===== src/rtl/bram_dual_arbiter.sv =====
// bram_dual_arbiter: shares one simple dual-port BRAM between requesters A and B
// Ports:
//   clk_i, rst_ni                  clock, synchronous active-low reset
//   {a,b}_req_i/we_i/addr_i/data_i command valid, write select, address, write data
//   {a,b}_gnt_o                    command accepted this cycle (combinational)
//   {a,b}_rvalid_o                 rdata_o carries this requester's read result
//   rdata_o                        registered read-return data
//   mem_write_o/waddr_o/data_o     registered RAM write command
//   mem_raddr_o                    registered RAM read address
//   mem_data_i                     RAM read data (RAM registers it on negedge)
module bram_dual_arbiter #(
    parameter int memSize_p   = 8,
    parameter int dataWidth_p = 16
) (
    input  logic                   clk_i,
    input  logic                   rst_ni,
    input  logic                   a_req_i,
    input  logic                   a_we_i,
    input  logic [memSize_p-1:0]   a_addr_i,
    input  logic [dataWidth_p-1:0] a_data_i,
    output logic                   a_gnt_o,
    output logic                   a_rvalid_o,
    input  logic                   b_req_i,
    input  logic                   b_we_i,
    input  logic [memSize_p-1:0]   b_addr_i,
    input  logic [dataWidth_p-1:0] b_data_i,
    output logic                   b_gnt_o,
    output logic                   b_rvalid_o,
    output logic [dataWidth_p-1:0] rdata_o,
    output logic                   mem_write_o,
    output logic [memSize_p-1:0]   mem_waddr_o,
    output logic [memSize_p-1:0]   mem_raddr_o,
    output logic [dataWidth_p-1:0] mem_data_o,
    input  logic [dataWidth_p-1:0] mem_data_i
);
    logic a_rd, a_wr, b_rd, b_wr;
    logic a_rg, b_rg, a_wg, b_wg;
    // priority pointers: 0 favours A, 1 favours B
    logic rd_prio_q, rd_prio_d, wr_prio_q, wr_prio_d;
    logic mem_write_q, rd_vld_q, rd_own_q, a_rvalid_q, b_rvalid_q;
    logic [memSize_p-1:0]   waddr_q, raddr_q;
    logic [dataWidth_p-1:0] wdata_q, rdata_q;

    always_comb begin
        a_rd = a_req_i && !a_we_i;
        a_wr = a_req_i && a_we_i;
        b_rd = b_req_i && !b_we_i;
        b_wr = b_req_i && b_we_i;
        a_rg = rst_ni && a_rd && (!b_rd || !rd_prio_q);
        b_rg = rst_ni && b_rd && (!a_rd || rd_prio_q);
        a_wg = rst_ni && a_wr && (!b_wr || !wr_prio_q);
        b_wg = rst_ni && b_wr && (!a_wr || wr_prio_q);
        // on contention the pointer moves to the loser: B loses exactly when A wins
        rd_prio_d = (a_rd && b_rd) ? a_rg : rd_prio_q;
        wr_prio_d = (a_wr && b_wr) ? a_wg : wr_prio_q;
    end

    assign a_gnt_o     = a_rg || a_wg;
    assign b_gnt_o     = b_rg || b_wg;
    assign a_rvalid_o  = a_rvalid_q;
    assign b_rvalid_o  = b_rvalid_q;
    assign rdata_o     = rdata_q;
    assign mem_write_o = mem_write_q;
    assign mem_waddr_o = waddr_q;
    assign mem_raddr_o = raddr_q;
    assign mem_data_o  = wdata_q;

    always_ff @(posedge clk_i) begin
        if (!rst_ni) begin
            rd_prio_q   <= 1'b0;
            wr_prio_q   <= 1'b0;
            mem_write_q <= 1'b0;
            waddr_q     <= '0;
            wdata_q     <= '0;
            raddr_q     <= '0;
            rd_vld_q    <= 1'b0;
            rd_own_q    <= 1'b0;
            rdata_q     <= '0;
            a_rvalid_q  <= 1'b0;
            b_rvalid_q  <= 1'b0;
        end else begin
            rd_prio_q   <= rd_prio_d;
            wr_prio_q   <= wr_prio_d;
            mem_write_q <= a_wg || b_wg;
            if (a_wg || b_wg) begin
                waddr_q <= b_wg ? b_addr_i : a_addr_i;
                wdata_q <= b_wg ? b_data_i : a_data_i;
            end
            rd_vld_q <= a_rg || b_rg;
            if (a_rg || b_rg) begin
                raddr_q  <= b_rg ? b_addr_i : a_addr_i;
                rd_own_q <= b_rg;
            end
            // RAM output was registered at the negedge after the read command
            if (rd_vld_q) rdata_q <= mem_data_i;
            a_rvalid_q <= rd_vld_q && !rd_own_q;
            b_rvalid_q <= rd_vld_q && rd_own_q;
        end
    end
endmodule


===== config.mk =====
export PLATFORM = sky130hd
export DESIGN_NAME = bram_dual_arbiter
export DESIGN_NICKNAME = d
export VERILOG_FILES = /design/src/rtl/bram_dual_arbiter.sv
export SDC_FILE = /design/constraint.sdc
export NUM_CORES = 1
export LEC_CHECK = 0
export CAP_MARGIN = 20
export CORE_MARGIN = 2
export CORE_UTILIZATION = 40
export CTS_CLUSTER_DIAMETER = 120
export DETAILED_ROUTE_END_ITERATION = 6
export PLACE_DENSITY = 0.81
export SLEW_MARGIN = 0
export SYNTH_ARGS = -nofsm -noshare
export SYNTH_HDL_FRONTEND = slang
export SYNTH_SLANG_ARGS = --single-unit

===== constraint.sdc =====
create_clock -name clk_i -period 1.7 [get_ports clk_i]
set_clock_uncertainty 0.05 [all_clocks]
set_input_delay 0.34 -clock clk_i [delete_from_list [all_inputs] [get_ports clk_i]]
set_output_delay 0.34 -clock clk_i [all_outputs]
set_load 0.005 [all_outputs]

==> reports/metrics.csv <==
stage,metric,value,unit
status,status,"finished, final reports clean",
placed_design,place_hpwl,5.243,mm
sta,rsz0062_at_grt,no,
clock_tree,cts.sinks,55,
setup_path,crit_type,reg -> out,
die,ioPinCount,123,
sta,setup_ws,74.17,ps
drt,drc,0,
clock_tree,h-tree-depth,2,
placed_design,pre_cts_ws,-581.5,ps
sta,period_minus_slack,1626,ps
synthesis,avgSynthCellArea,9.396,um^2
layout,antenna_cells,0,
pwr,leakagePower,1.442,nW
layout,area_growth,58.29,%
sta,slew_violations,0,
drt,post_drt_wl_per_cell,15.94,um
clock_tree,postCtsHoldBufs,0,
pwr,peakVddDrop,0.5395,mV
global_routing,grt-ovfl-total,0,
synthesis,syn_inst,265,
job,cap_violations,0,
layout,seq_area,0.001102,mm^2
layout,stdcell_area,0.003941,mm^2
pwr,total_power,3.003,mW
clock_tree,cts_tree,yes,
layout,drive_gt1_share,11.57,%
layout,fillers,514,
synthesis,ys_seq_elements,55,
hold_path,hold_path_class,in -> reg,
setup_path,cp.arrival,1240,ps
sta,tns,0,ps
global_routing,antenna_found_initial,0,
clock_tree,cts_buffers,5,
sta,finalHoldViolCount,0,
setup_path,crit_required,1310,ps
drt,drt.antenna.violating_nets,0,
die,die_w,82.90,um
setup_path,startpoint_type,register,
sta,setup_violations,0,
die,rows,28,
setup_path,endpoint_kind,output port,
setup_path,cp_max_fo,2,
synthesis,ys_warn_count,0,
sta,slew_headroom,56.68,%
synthesis,synth_ff_type,dfxtp_1,
die,initial_core_util,41.81,%
synthesis,synth.distinct_cells,38,
synthesis,syn-num-nets,335,
clock_tree,clock_latency,310,ps
placed_design,place.gp.congestion,0.8363,
layout,multi_input_area,0.001234,mm^2
clock_tree,clk_pin_slew,90,ps
synthesis,synth_seq_area_share,44.22,%
placed_design,portBuffers,122,
synthesis,synth_edf_count,0,
sta,tightestPinTransition,649.8,ps
layout,fin_nets,458,
layout,final_util,66.18,%
global_routing,grt_pass1_vias,2443,
placed_design,place_area,0.003820,mm^2
global_routing,grt_max_degree,73,
global_routing,grt.total_usage,20.96,%
clock_tree,root_buffer,clkbuf_8,
global_routing,grt_pass1_wl,11.91,mm
drt,vias,2538,
clock_tree,cts_buffer_depth,2,
die,die_area,0.006872,mm^2
sta,fin_crit_sh,95.64,%
drt,dr.pass1.iters,4,
drt,drt_iter0_markers,118,
sta,fmax,615.1,MHz
pwr,powerDensity,762.1,mW/mm^2
die,core_area,0.005956,mm^2
die,die_height,82.90,um
drt,viasPerCell,5.470,
synthesis,async_reset_ff_share,0,%
synthesis,syn_area,0.002490,mm^2
drt,drt-total-wl,7.396,mm
## worst max-delay path: stages (launching register included)
cell     delay (ps)
dfxtp_2         340
and3b_1         180
or2_1           240
nand2_1          70
buf_2           100
## report_power, final
part | switching, mW | leakage [nW] | internal [mW] | total (mW)
Clock | 0.426 | 0.0581 | 0.439 | 0.865
Combinational | 0.266 | 0.930 | 0.439 | 0.706
Sequential | 0.0474 | 0.454 | 1.38 | 1.43
Total | 0.740 | 1.44 | 2.26 | 3.00
## logic make-up after synthesis
logic type / Yosys count / synth area share, %
xor gates and xnor gates: 1 / 0.3518
DFF: 55 / 44.22
AOI/OAI and AO/OA: 52 / 17.89
and+or+nand+nor: 112 / 24.57
muxes: 16 / 6.432
buffers and inverters: 29 / 6.532
## cell usage in the layout, fill, tap and decap left out, types with 3 or more instances in the layout
cell             Yosys  final
nor2_1               4      4
clkdlybuf4s50_1      0    115
o21ai_0              4      4
o211ai_1            18     18
nand2_1              5      5
o31a_1               5      5
or3_1                3      3
a211oi_1             3      3
nor2b_1             17     17
clkbuf_8             0      5
a211o_1              3      3
dlygate4sd2_1        0      3
o221a_1              5      5
dfxtp_1             55     54
buf_4                2     20
mux2i_1             16     16
o211ai_2             4      4
nand3_1             65     65
nor3_1               3      3
o2111a_1             3      3
## final cells by class
class / count / share of cell area, %
clock buffer: 5 / 1.746
clock inverter: 3 / 1.111
multi-input combinational: 181 / 31.30
sequential: 55 / 27.97
tap: 75 / 2.381
timing repair buffer: 145 / 35.49
## registers in the layout, indices dropped and copies added (netlist names)
register	cells
rdata_o	16
mem_write_o	1
a_rvalid_o	1
wr_prio_q	1
mem_data_o	16
mem_waddr_o	8
rd_own_q	1
mem_raddr_o	8
b_rvalid_o	1
rd_prio_q	1
rd_vld_q	1
## per-layer routing
layer / global-route usage [%] / share of wire, %
met1: 25.46 / 42
met5: 0 / 0
met3: 4.374 / 5.8
met4: 10.28 / 3.7
met2: 35.12 / 48
## worst paths after layout
check | startpoint | to | slack [ps] | cells after the start
max | rd_prio_q | a_gnt_o | 70 | 4
min | rst_ni | wr_prio_q | 270 | 2
max reg2reg | wr_prio_q | mem_data_o[2] | 140 | 4
min reg2reg | rd_own_q | a_rvalid_o | 420 | 1
## repair_timing
| item | CTS | global route |
|---|---|---|
| setup buffers | 1 | 1 |
| pin swaps | 2 | 2 |
| gates resized for setup | 13 | 4 |
| endpoints found under the setup margin | 23 | 2 |
## cell usage after synthesis (3+ instances only)
master    count  area [um^2]
o221a_1       5        56.30
nor2_1        4        15.01
a211oi_1      3        22.52
nand2_1       5        18.77
clkbuf_1      9        33.78
mux2i_1      16        160.2
or3_1         3        18.77
o211ai_2      4        50.05
o2111a_1      3        33.78
o21ai_0       4        20.02
nand3_1      65        325.3
dfxtp_1      55         1101
a211o_1       3        26.28
o31a_1        5        43.79
buf_2        12        60.06
nor3_1        3        15.01
nor2b_1      17        106.4
o211ai_1     18        135.1
buf_6         4        45.04
## metrics by stage
step / cells / hold slack, ps
detailed placement: 454 / 391.0
finish: 464 / 274.0
floorplan: 265 / 347.7
global route: 464 / 299.5
CTS: 463 / 271.7
global placement: 454 / 396.9
Note: power is estimated with default switching activity, not from simulation.
